===== src/rtl/poisson_spike_gen.sv =====
// poisson_spike_gen
// ------------------------------------------------------------------------
// Time-multiplexed Poisson spike generator for a neuron array. The array
// controller reads one neuron word from neuron RAM and presents it here
// with poisson_en. The block compares the activity field against a shared
// pseudo-random sample and manages the refractory counter. One clock later
// it returns the updated word for write-back, together with a spike flag.
//
// Handshake: poisson_en is a valid strobe with no back-pressure. Every
// cycle in which poisson_en is high is one evaluation. The result of an
// evaluation sampled at edge N is presented on poisson_out/spike after
// edge N. Evaluations may arrive on consecutive cycles with no bubbles.
//
// Neuron word layout:
//   [ACTIVITY_WIDTH+REFRACTORY_WIDTH-1:REFRACTORY_WIDTH] activity
//   [REFRACTORY_WIDTH-1:0]                               refractory count
//
// Ports:
//   clk          clock, rising edge
//   reset        synchronous, active-high reset (overrides poisson_en)
//   poisson_en   poisson_in valid; evaluate this cycle
//   poisson_in   neuron word read from neuron RAM
//   poisson_out  updated neuron word (registered); holds while idle
//   spike        single-cycle spike pulse, aligned with poisson_out
//   spike_count  16-bit wrapping count of spike pulses
//                (present only when POISSON_SPIKE_CNT_EN is defined)
//
// Optional feature macro: POISSON_SPIKE_CNT_EN
// ------------------------------------------------------------------------
module poisson_spike_gen #(
    parameter int ACTIVITY_WIDTH   = 9,
    parameter int REFRACTORY_WIDTH = 4,
    parameter int REFRACTORY_PER   = 4
) (
    input  logic                                       clk,
    input  logic                                       reset,
    input  logic                                       poisson_en,
    input  logic [ACTIVITY_WIDTH+REFRACTORY_WIDTH-1:0] poisson_in,
    output logic [ACTIVITY_WIDTH+REFRACTORY_WIDTH-1:0] poisson_out,
`ifdef POISSON_SPIKE_CNT_EN
    output logic [15:0]                                spike_count,
`endif
    output logic                                       spike
);

    localparam int NEUR_WIDTH = ACTIVITY_WIDTH + REFRACTORY_WIDTH;

    localparam logic [15:0] LFSR_SEED = 16'hACE1;
    localparam logic [15:0] LFSR_TAPS = 16'hB400;

    localparam logic [REFRACTORY_WIDTH-1:0] REF_ONE  = REFRACTORY_WIDTH'(1);
    localparam logic [REFRACTORY_WIDTH-1:0] REF_ZERO = '0;
    localparam logic [REFRACTORY_WIDTH-1:0] REF_LOAD = REFRACTORY_WIDTH'(REFRACTORY_PER);

    logic [15:0]                   lfsr;
    logic [15:0]                   lfsr_next;
    logic [ACTIVITY_WIDTH-1:0]     act;
    logic [REFRACTORY_WIDTH-1:0]   ref_cnt;
    logic [ACTIVITY_WIDTH-1:0]     rnd;
    logic                          spike_next;
    logic [REFRACTORY_WIDTH-1:0]   ref_next;

    assign act     = poisson_in[NEUR_WIDTH-1:REFRACTORY_WIDTH];
    assign ref_cnt = poisson_in[REFRACTORY_WIDTH-1:0];

    // The sample uses the LFSR value before this evaluation's advance.
    assign rnd = lfsr[ACTIVITY_WIDTH-1:0];

    // Galois right-shift step. A maximal-length polynomial never reaches 0
    // from a non-zero seed.
    assign lfsr_next = (lfsr >> 1) ^ (lfsr[0] ? LFSR_TAPS : 16'h0000);

    always_comb begin
        spike_next = 1'b0;
        ref_next   = REF_ZERO;
        if (ref_cnt != REF_ZERO) begin
            // A refractory neuron is blocked. Larger than REFRACTORY_PER
            // values written externally simply count down.
            ref_next = ref_cnt - REF_ONE;
        end else if (rnd < act) begin
            spike_next = 1'b1;
            ref_next   = REF_LOAD;
        end
    end

    always_ff @(posedge clk) begin
        if (reset) begin
            lfsr        <= LFSR_SEED;
            poisson_out <= '0;
            spike       <= 1'b0;
        end else if (poisson_en) begin
            lfsr        <= lfsr_next;
            poisson_out <= {act, ref_next};
            spike       <= spike_next;
        end else begin
            // Idle: the last word holds and the spike pulse ends.
            spike <= 1'b0;
        end
    end

`ifdef POISSON_SPIKE_CNT_EN
    // Counts each cycle the registered spike is high. The count therefore
    // lags the spike pulse by one cycle, and it wraps naturally at 16 bits.
    always_ff @(posedge clk) begin
        if (reset) begin
            spike_count <= 16'h0000;
        end else if (spike) begin
            spike_count <= spike_count + 16'h0001;
        end
    end
`endif

endmodule


===== config.mk =====
export PLATFORM = sky130hd
export DESIGN_NAME = poisson_spike_gen
export DESIGN_NICKNAME = d
export VERILOG_FILES = /design/src/rtl/poisson_spike_gen.sv
export SDC_FILE = /design/constraint.sdc
export NUM_CORES = 1
export LEC_CHECK = 0
export CAP_MARGIN = 20
export CORE_ASPECT_RATIO = 1.5
export CORE_UTILIZATION = 40
export CTS_CLUSTER_SIZE = 40
export DETAILED_ROUTE_END_ITERATION = 10
export PLACE_DENSITY = 0.66
export SLEW_MARGIN = 10
export SYNTH_ARGS = -nofsm -noshare
export SYNTH_HDL_FRONTEND = slang
export SYNTH_SLANG_ARGS = --single-unit

===== constraint.sdc =====
create_clock -name clk -period 2.4 [get_ports clk]
set_input_delay 0.48 -clock clk [delete_from_list [all_inputs] [get_ports clk]]
set_output_delay 0.48 -clock clk [all_outputs]
set_load 0.03 [all_outputs]

==> Word-level counts from Yosys, hierarchy flattened <==
Cells that the tools add are included.
W data, S select, Z words.
{ "totals": {"ff_bits": 30, "latch_bits": 0, "ram_bits": 0, "romBits": 0, "input_bits": 16, "output_inout_bits": 14, "memories": 0} }
{ "op_classes": {"n_addsub": 1, "multipliers": 0, "n_div": 0, "magnitude_cmp": 1, "n_eq_ne": 0, "shifts": 0, "n_mux": 4, "n_bitwise": 2, "reduce_logical": 2} }
{ "op_table": {"columns": ["cell", "count"], "rows": [
  ["$mux W16", 1],
  ["$xor A15 B16 Y16", 1],
  ["$lt A9 B9 Y1", 1],
  ["$mux W4", 1],
  ["$reduce_bool A4 Y1", 1],
  ["$sub A4 B1 Y4 const B", 1],
  ["$mux W3", 1],
  ["$reduce_or A3 Y1", 1],
  ["$mux W1", 1],
  ["$not A1 Y1", 1]
]} }

==> Logic depth before layout (Yosys ltp) <==
Gate-level depths: netlist of the first run.
{ "depth": {"word_depth": 3, "ltp_mapped": 6, "mapped_depth_nobuf": 6} }

==> Worst setup path before layout of the first run <==
No wires, ideal clock.
{ "synth_path": {"path_kind": "input -> register", "startpoint": "in poisson_in[6]", "endpoint": "reg spike", "setup_ns": 0.078, "t_arrival_ns": 1.350, "required_time_ns": 2.322, "slack_ns": 0.972, "cell_stages": 6, "n_path_buf": 0, "cell_sequence": "inv_1 ha_1 a21o_1 a31oi_1 a31oi_1 nor3_1"} }
{ "synth_between": {"elab_chain_len": 2} }
{ "synth_lines": {"columns": ["element", "line_no", "source"], "rows": [
  ["from (decl)", "38", "input logic [ACTIVITY_WIDTH+REFRACTORY_WIDTH-1:0] poisson_in,"],
  ["$lt A9 B9 Y1", "80", "end else if (rnd < act) begin"],
  ["$mux W1", "80", null],
  ["to (signal assigned)", "94", "spike <= spike_next;"],
  ["to (decl)", "43", "output logic spike"]
]} }
Every way passes these cells.
A chain may end at the register's enable or synchronous reset.

==> Worst setup path after layout of the first run <==
{ "layout_path": {"startpoint": "reg poisson_out[2]", "endpoint": "out poisson_out[2]"} }
{ "layout_lines": {"columns": ["element", "line_no", "source"], "rows": [
  ["from (decl)", "39", "output logic [ACTIVITY_WIDTH+REFRACTORY_WIDTH-1:0] poisson_out,"],
  ["from (signal assigned)", "93", "poisson_out <= {act, ref_next};"]
]} }
No word-level cell between the ends.

==> results of run 1 <==
[metal layers]
layer / vias up / track usage
met5: - / 0
met1: 514 / 0.166
li1: 561 / -
met3: 5 / 0.0604
met4: 0 / 0.0915
met2: 29 / 0.303
[sequential cells by signal, summed over array words and instances (netlist names)]
name and flops:
spike 1, poisson_out 13, lfsr 16
[through the flow]
stage | setup WS, ps | total power [W] | instances
after floorplan | 972 | 0.000681 | 146
after CTS | 603 | 0.00113 | 218
after global routing | 405 | 0.00117 | 218
after detailed placement | 325 | 0.000760 | 211
final | 607 | 0.00111 | 218
after global placement | 384 | 0.000753 | 211
[power groups by stage]
stage | Sequential, W | Combinational [W] | Clock [W]
after floorplan | 0.000582 | 0.0000983 | 0
after global placement | 0.000560 | 0.000193 | 0
after detailed placement | 0.000562 | 0.000198 | 0
after CTS | 0.000552 | 0.000199 | 0.000375
after global routing | 0.000555 | 0.000218 | 0.000401
final | 0.000551 | 0.000197 | 0.000365
[layout by cell type (no fill, tap or decap), drive strengths merged, types with 2 or more instances in the layout]
cell and instances:
a21oi 7, or2 2, mux2i 16, and3 2, nor2b 6, o21ai 2
nor3 5, clkdlybuf4s50 29, nand2 4, inv 9, a211o 6, nand2b 2
a211oi 2, clkbuf 7, dfxtp 30, nor2 23, nand3 2, xnor2 3
ha 8, buf 4, a31oi 3
[area by class of cell]
cell class / instances / area [sq um] / share of cell area
Tap cell: 40 / 50.0 / 0.0285
Clock buffer: 7 / 76.3 / 0.0435
Inverter: 9 / 33.8 / 0.0193
Timing Repair Buffer: 33 / 320 / 0.183
Sequential cell: 30 / 601 / 0.342
Multi-Input combinational cell: 99 / 673 / 0.384
[kinds of logic (layout without fill, tap and decap cells)]
family                   after synthesis  in the layout  share of synthesized area
buffers and inverters                 17             49                     0.0513
multiplexers                          16             16                      0.119
adder cells (fa/ha/maj)                8              8                     0.0746
flip-flops                            30             30                      0.447
AO/OA/AOI/OAI                         22             22                      0.111
AND/OR/NAND/NOR                       50             50                      0.177
XOR/XNOR                               3              3                     0.0196
[worst paths after layout]
check                   end  slack (ps)
max          poisson_out[2]         610
min                lfsr[11]         470
max reg2reg  poisson_out[2]        1050
min reg2reg        lfsr[11]         470
==> metrics, run 1 <==
number of CTS-inserted buffers 5; top cells by count, synth dfxtp_1, nor2_1, mux2i_1; dpl hpwl 1.92 mm; Hold Path Cell Cnt 1; P_sw 0.000284 W; Sink Count 30; Die H 73.0 um; share of layout cells above drive strength 1 0.0618; register area share after synthesis 0.447; switching power share of the total 0.255; Reg2Reg Depth 5; WL met1 1.13 mm; Core ar. 0.00319 sq mm; Reg power frac 0.495; DP Area 0.00168 sq mm; fill count 333; IO buf count 29; Cell Rows 25; cell accounting for the most synthesized area dfxtp_1; Synth top area share 0.447; antenna violations before repair 0; Worst EP arrival 1310 ps; ANT cells 0; Crit-path slowest cell clkdlybuf4s50_1; vias per cell 5.09; HP Class flip-flop to flip-flop; asr flop ratio synth 0; critical path's largest stage delay 680 ps; worst rel slew slack 0.788; Congestion Overflow GR 0; min-delay src lfsr[12]; total length of routed met3 wires 132 um; Max Cap Violations 0; Clock Skew 1.73 ps; max layer used met4; syn nets 170; first-pass GRT wire length 4.60 mm; Syn-to-layout area delta 30.7%; Pint 0.000828 W; Crit path depth 1; Final Critical Period 1790 ps; Final Max Tran Viols 0; crit path from poisson_out[2]; YS warnings 0; clock root cell clkbuf_8; Worst-Margin Slew 317 ps; WL per Instance 12.0 um; vias in the first global route 1,163; syn_area_per_cell 9.20 sq um; Final Instance Area 0.00175 sq mm; Worst Path Required 1920 ps; largest delay contributor family on the critical path buffers and inverters; Startpoint Class flip-flop; DIE AREA 0.00360 sq mm; final setup vio count 0; Power Dens Cells 634 mW/mm^2; Logic pwr share 0.177; Hold Fails Final Rpt 0; clk buf depth 2; Tcrit/Tclk final 0.747; peak supply drop 0.521 mV; Final ANT Viol Nets 0; chip width 49.3 um; largest net degree at the start of global routing 31; NumNets Final 202; post-CTS resize count 0; CTS clock-pin slew for the worst setup and hold paths 60 ps; GP Congestion 0.762; Pre-antenna DRT Iters 4; DRC 0; initial drt markers 23; clock power share 0.328; largest cells by area after synthesis dfxtp_1, mux2i_1, ha_1; num ports 30; CTS tree yes; RR Startpoint lfsr[8]; Clock Latency Late Sink 270 ps; post-layout util 0.550; hold slack 466 ps; number of synthesized flops with an enable pin 0; GRT Total Usage 0.168; worst-path maximum fanout 3; Critical path buffers and inverters 1; synthesis-stage register bit count 30; Initial Util 0.421; critical path class flip-flop to output pin; setup tns final 0 ps; Mapped Cells 146; count leader, synth dfxtp_1; Pleak 0.769 nW; CTS Hold Bufs 0; status finished clean; postcts setup bufs 0; Primary FF master, synth dfxtp_1; H-tree depth 2; total number of vias 1,109; CP cell instances clkdlybuf4s50_1; WL final 2.61 mm; fmax 0.558 GHz; Mapped Area 0.00134 sq mm; met2 WL 1.30 mm; Synth cell types 26; Setup crit end kind output pin; RSZ-0062 raised after global routing false
No activity file was read; power rests on OpenSTA's default activity.
==> inputs of run 2 (changes only) <==
clock period = 1.69 ns   (was 2.4 ns; I/O delays follow)
==> run 2 against run 1 <==
Effect of this change:
- sequential power rose by 42%
- clock power rose by 89%
- combinational power rose by 55%
- wire length rose by 5.6%
- clock skew rose by 3.1 ps
- largest power group unchanged
- count of clock-buffer cells in the layout did not move
- register-to-register slack got worse by 690 ps
- highest routed layer unchanged
- critical endpoint is now spike
- non-clock buffer count rose by 7
- core utilization rose by 3.5 points
- die area did not move
==> metrics, run 2 (synthesis gave the netlist of run 1 again) <==
status finished clean; dpl hpwl 1.95 mm (+1.8%); Pre-antenna DRT Iters 4 (unchanged); chip width 49.3 um (unchanged); largest registers lfsr: 16 flops, poisson_out: 13 flops, spike: 1 flops; commonest cells after routing, fill and taps aside dfxtp_1, clkdlybuf4s50_1, nor2_1, mux2i_1, buf_4; Core ar. 0.00319 sq mm (unchanged); Die H 73.0 um (unchanged); total power 0.00178 W (+60%); CTS Hold Bufs 0 (unchanged); Syn-to-layout area delta 39.0%; worst-path maximum fanout 1 (-2); GP Congestion 0.806 (+5.8%); crit path from spike; DIE AREA 0.00360 sq mm (unchanged); critical path's largest stage delay 680 ps (about the same); largest delay contributor family on the critical path buffers and inverters; num ports 30 (unchanged); CTS clock-pin slew for the worst setup and hold paths 60 ps (about the same); Setup crit end kind output pin; ANT cells 0 (unchanged); Startpoint Class flip-flop; CP cell instances clkdlybuf4s50_1; Max Cap Violations 0 (unchanged); number of CTS-inserted buffers 5 (unchanged); Worst-Margin Slew 339 ps (+22.8 ps); first-pass GRT wire length 4.69 mm (+2.0%); clk buf depth 2 (unchanged); share of layout cells above drive strength 1 0.113 (+0.0511); Final Max Tran Viols 0 (unchanged); setup tns final 0 ps (unchanged); clock root cell clkbuf_8; Critical path buffers and inverters 1 (unchanged); dpl cells 218 (+3.3%); peak supply drop 0.745 mV (+43%); RSZ-0062 raised after global routing true; final setup vio count 0 (unchanged); DRC 0 (unchanged); WL per Instance 12.2 um (+1.9%); initial drt markers 15 (-35%); NumNets Final 209 (+3.5%); Clock Skew 4.83 ps (+3.10 ps); fmax 0.611 GHz; total number of vias 1,144 (+3.2%); Final ANT Viol Nets 0 (unchanged); max FFs per register 16 (unchanged); Sink Count 30 (unchanged); Hold Fails Final Rpt 0 (unchanged); worst rel slew slack 0.773 (-0.0149); vias per cell 5.06 (-0.50%); Biggest register lfsr; Pleak 0.852 nW (+11%); IO buf count 29 (unchanged); Cell Rows 25 (unchanged); Initial Util 0.421 (unchanged); CTS tree yes; Congestion Overflow GR 0 (unchanged); commonest non-fill, non-tap cell in the layout dfxtp_1; min-delay src poisson_out[3]; Worst Path Required 1350 ps (-570 ps); antenna violations before repair 0 (unchanged); critical path class flip-flop to output pin; vias in the first global route 1,114 (-4.2%); largest net degree at the start of global routing 21 (-32%); Worst EP arrival 1300 ps (about the same); Final Critical Period 1640 ps; WL final 2.75 mm (+5.6%); RR Startpoint lfsr[8]; Tcrit/Tclk final 0.969; GRT Total Usage 0.176 (+0.00766); Non-Filler Instances 226 (+3.7%); Clock Latency Late Sink 280 ps (about the same); Crit-path slowest cell clkdlybuf4s50_1; H-tree depth 2 (unchanged); Power Dens Cells 954 mW/mm^2 (+50%); HP Class flip-flop to flip-flop
==> run 2: cell types whose count changed in the layout (fill, tap and decap cells not counted) <==
cell,previous run,this run
buf_4,4,10
clkdlybuf4s50_1,29,27
dlymetal6s2s_1,0,2
a31oi_1,3,2
a31oi_2,0,1
buf_12,0,1
bufinv_16,0,1
nor3_1,5,4
nor3_2,0,1
o21ai_0,2,1
o21ai_1,0,1
==> run 2: per-layer routing <==
metal / GRT usage / wire length, um
met5: 0 / 0
met4: 0.118 / 78
met3: 0.0479 / 136
met2: 0.297 / 1360
met1: 0.191 / 1180
==> run 2: stage by stage <==
| stage | hold WS (ps) | worst slack [ps] | instance area [sq um] | utilization |
|---|---|---|---|---|
| after floorplan | 440 | 404 | 1340 | - |
| after global routing | 486 | 17.2 | 1870 | 0.585 |
| after detailed placement | 452 | -227 | 1740 | 0.546 |
| after CTS | 466 | 5.80 | 1850 | 0.580 |
| final | 464 | 52.3 | 1870 | 0.585 |
| after global placement | 446 | -184 | 1740 | 0.546 |
==> run 2: report_power, final <==
group	switching, W	internal (W)
sequential	0.0000296	0.000753
combinational	0.000146	0.000159
clock	0.000251	0.000440
==> run 2: final timing paths <==
kind | end | slack (ps) | cells after the start
setup / recovery | spike | 50 | 1
hold reg to reg | poisson_out[3] | 460 | 2
setup reg to reg | poisson_out[2] | 360 | 5
hold / removal | poisson_out[3] | 460 | 2
==> run 2: timing repair <==
action                                  in CTS  in global routing
setup buffers                                0                  0
gates resized for setup                      0                  5
endpoints found under the setup margin       0                  4
==> run 2: final cells by class <==
type                       instances  area, sq um
clock inverter                     1         30.0
inverter                           9         33.8
timing repair buffer              40          390
clock buffer                       7         76.3
tap                               40         50.0
fill                             312         1330
sequential                        30          601
multi-input combinational         99          684
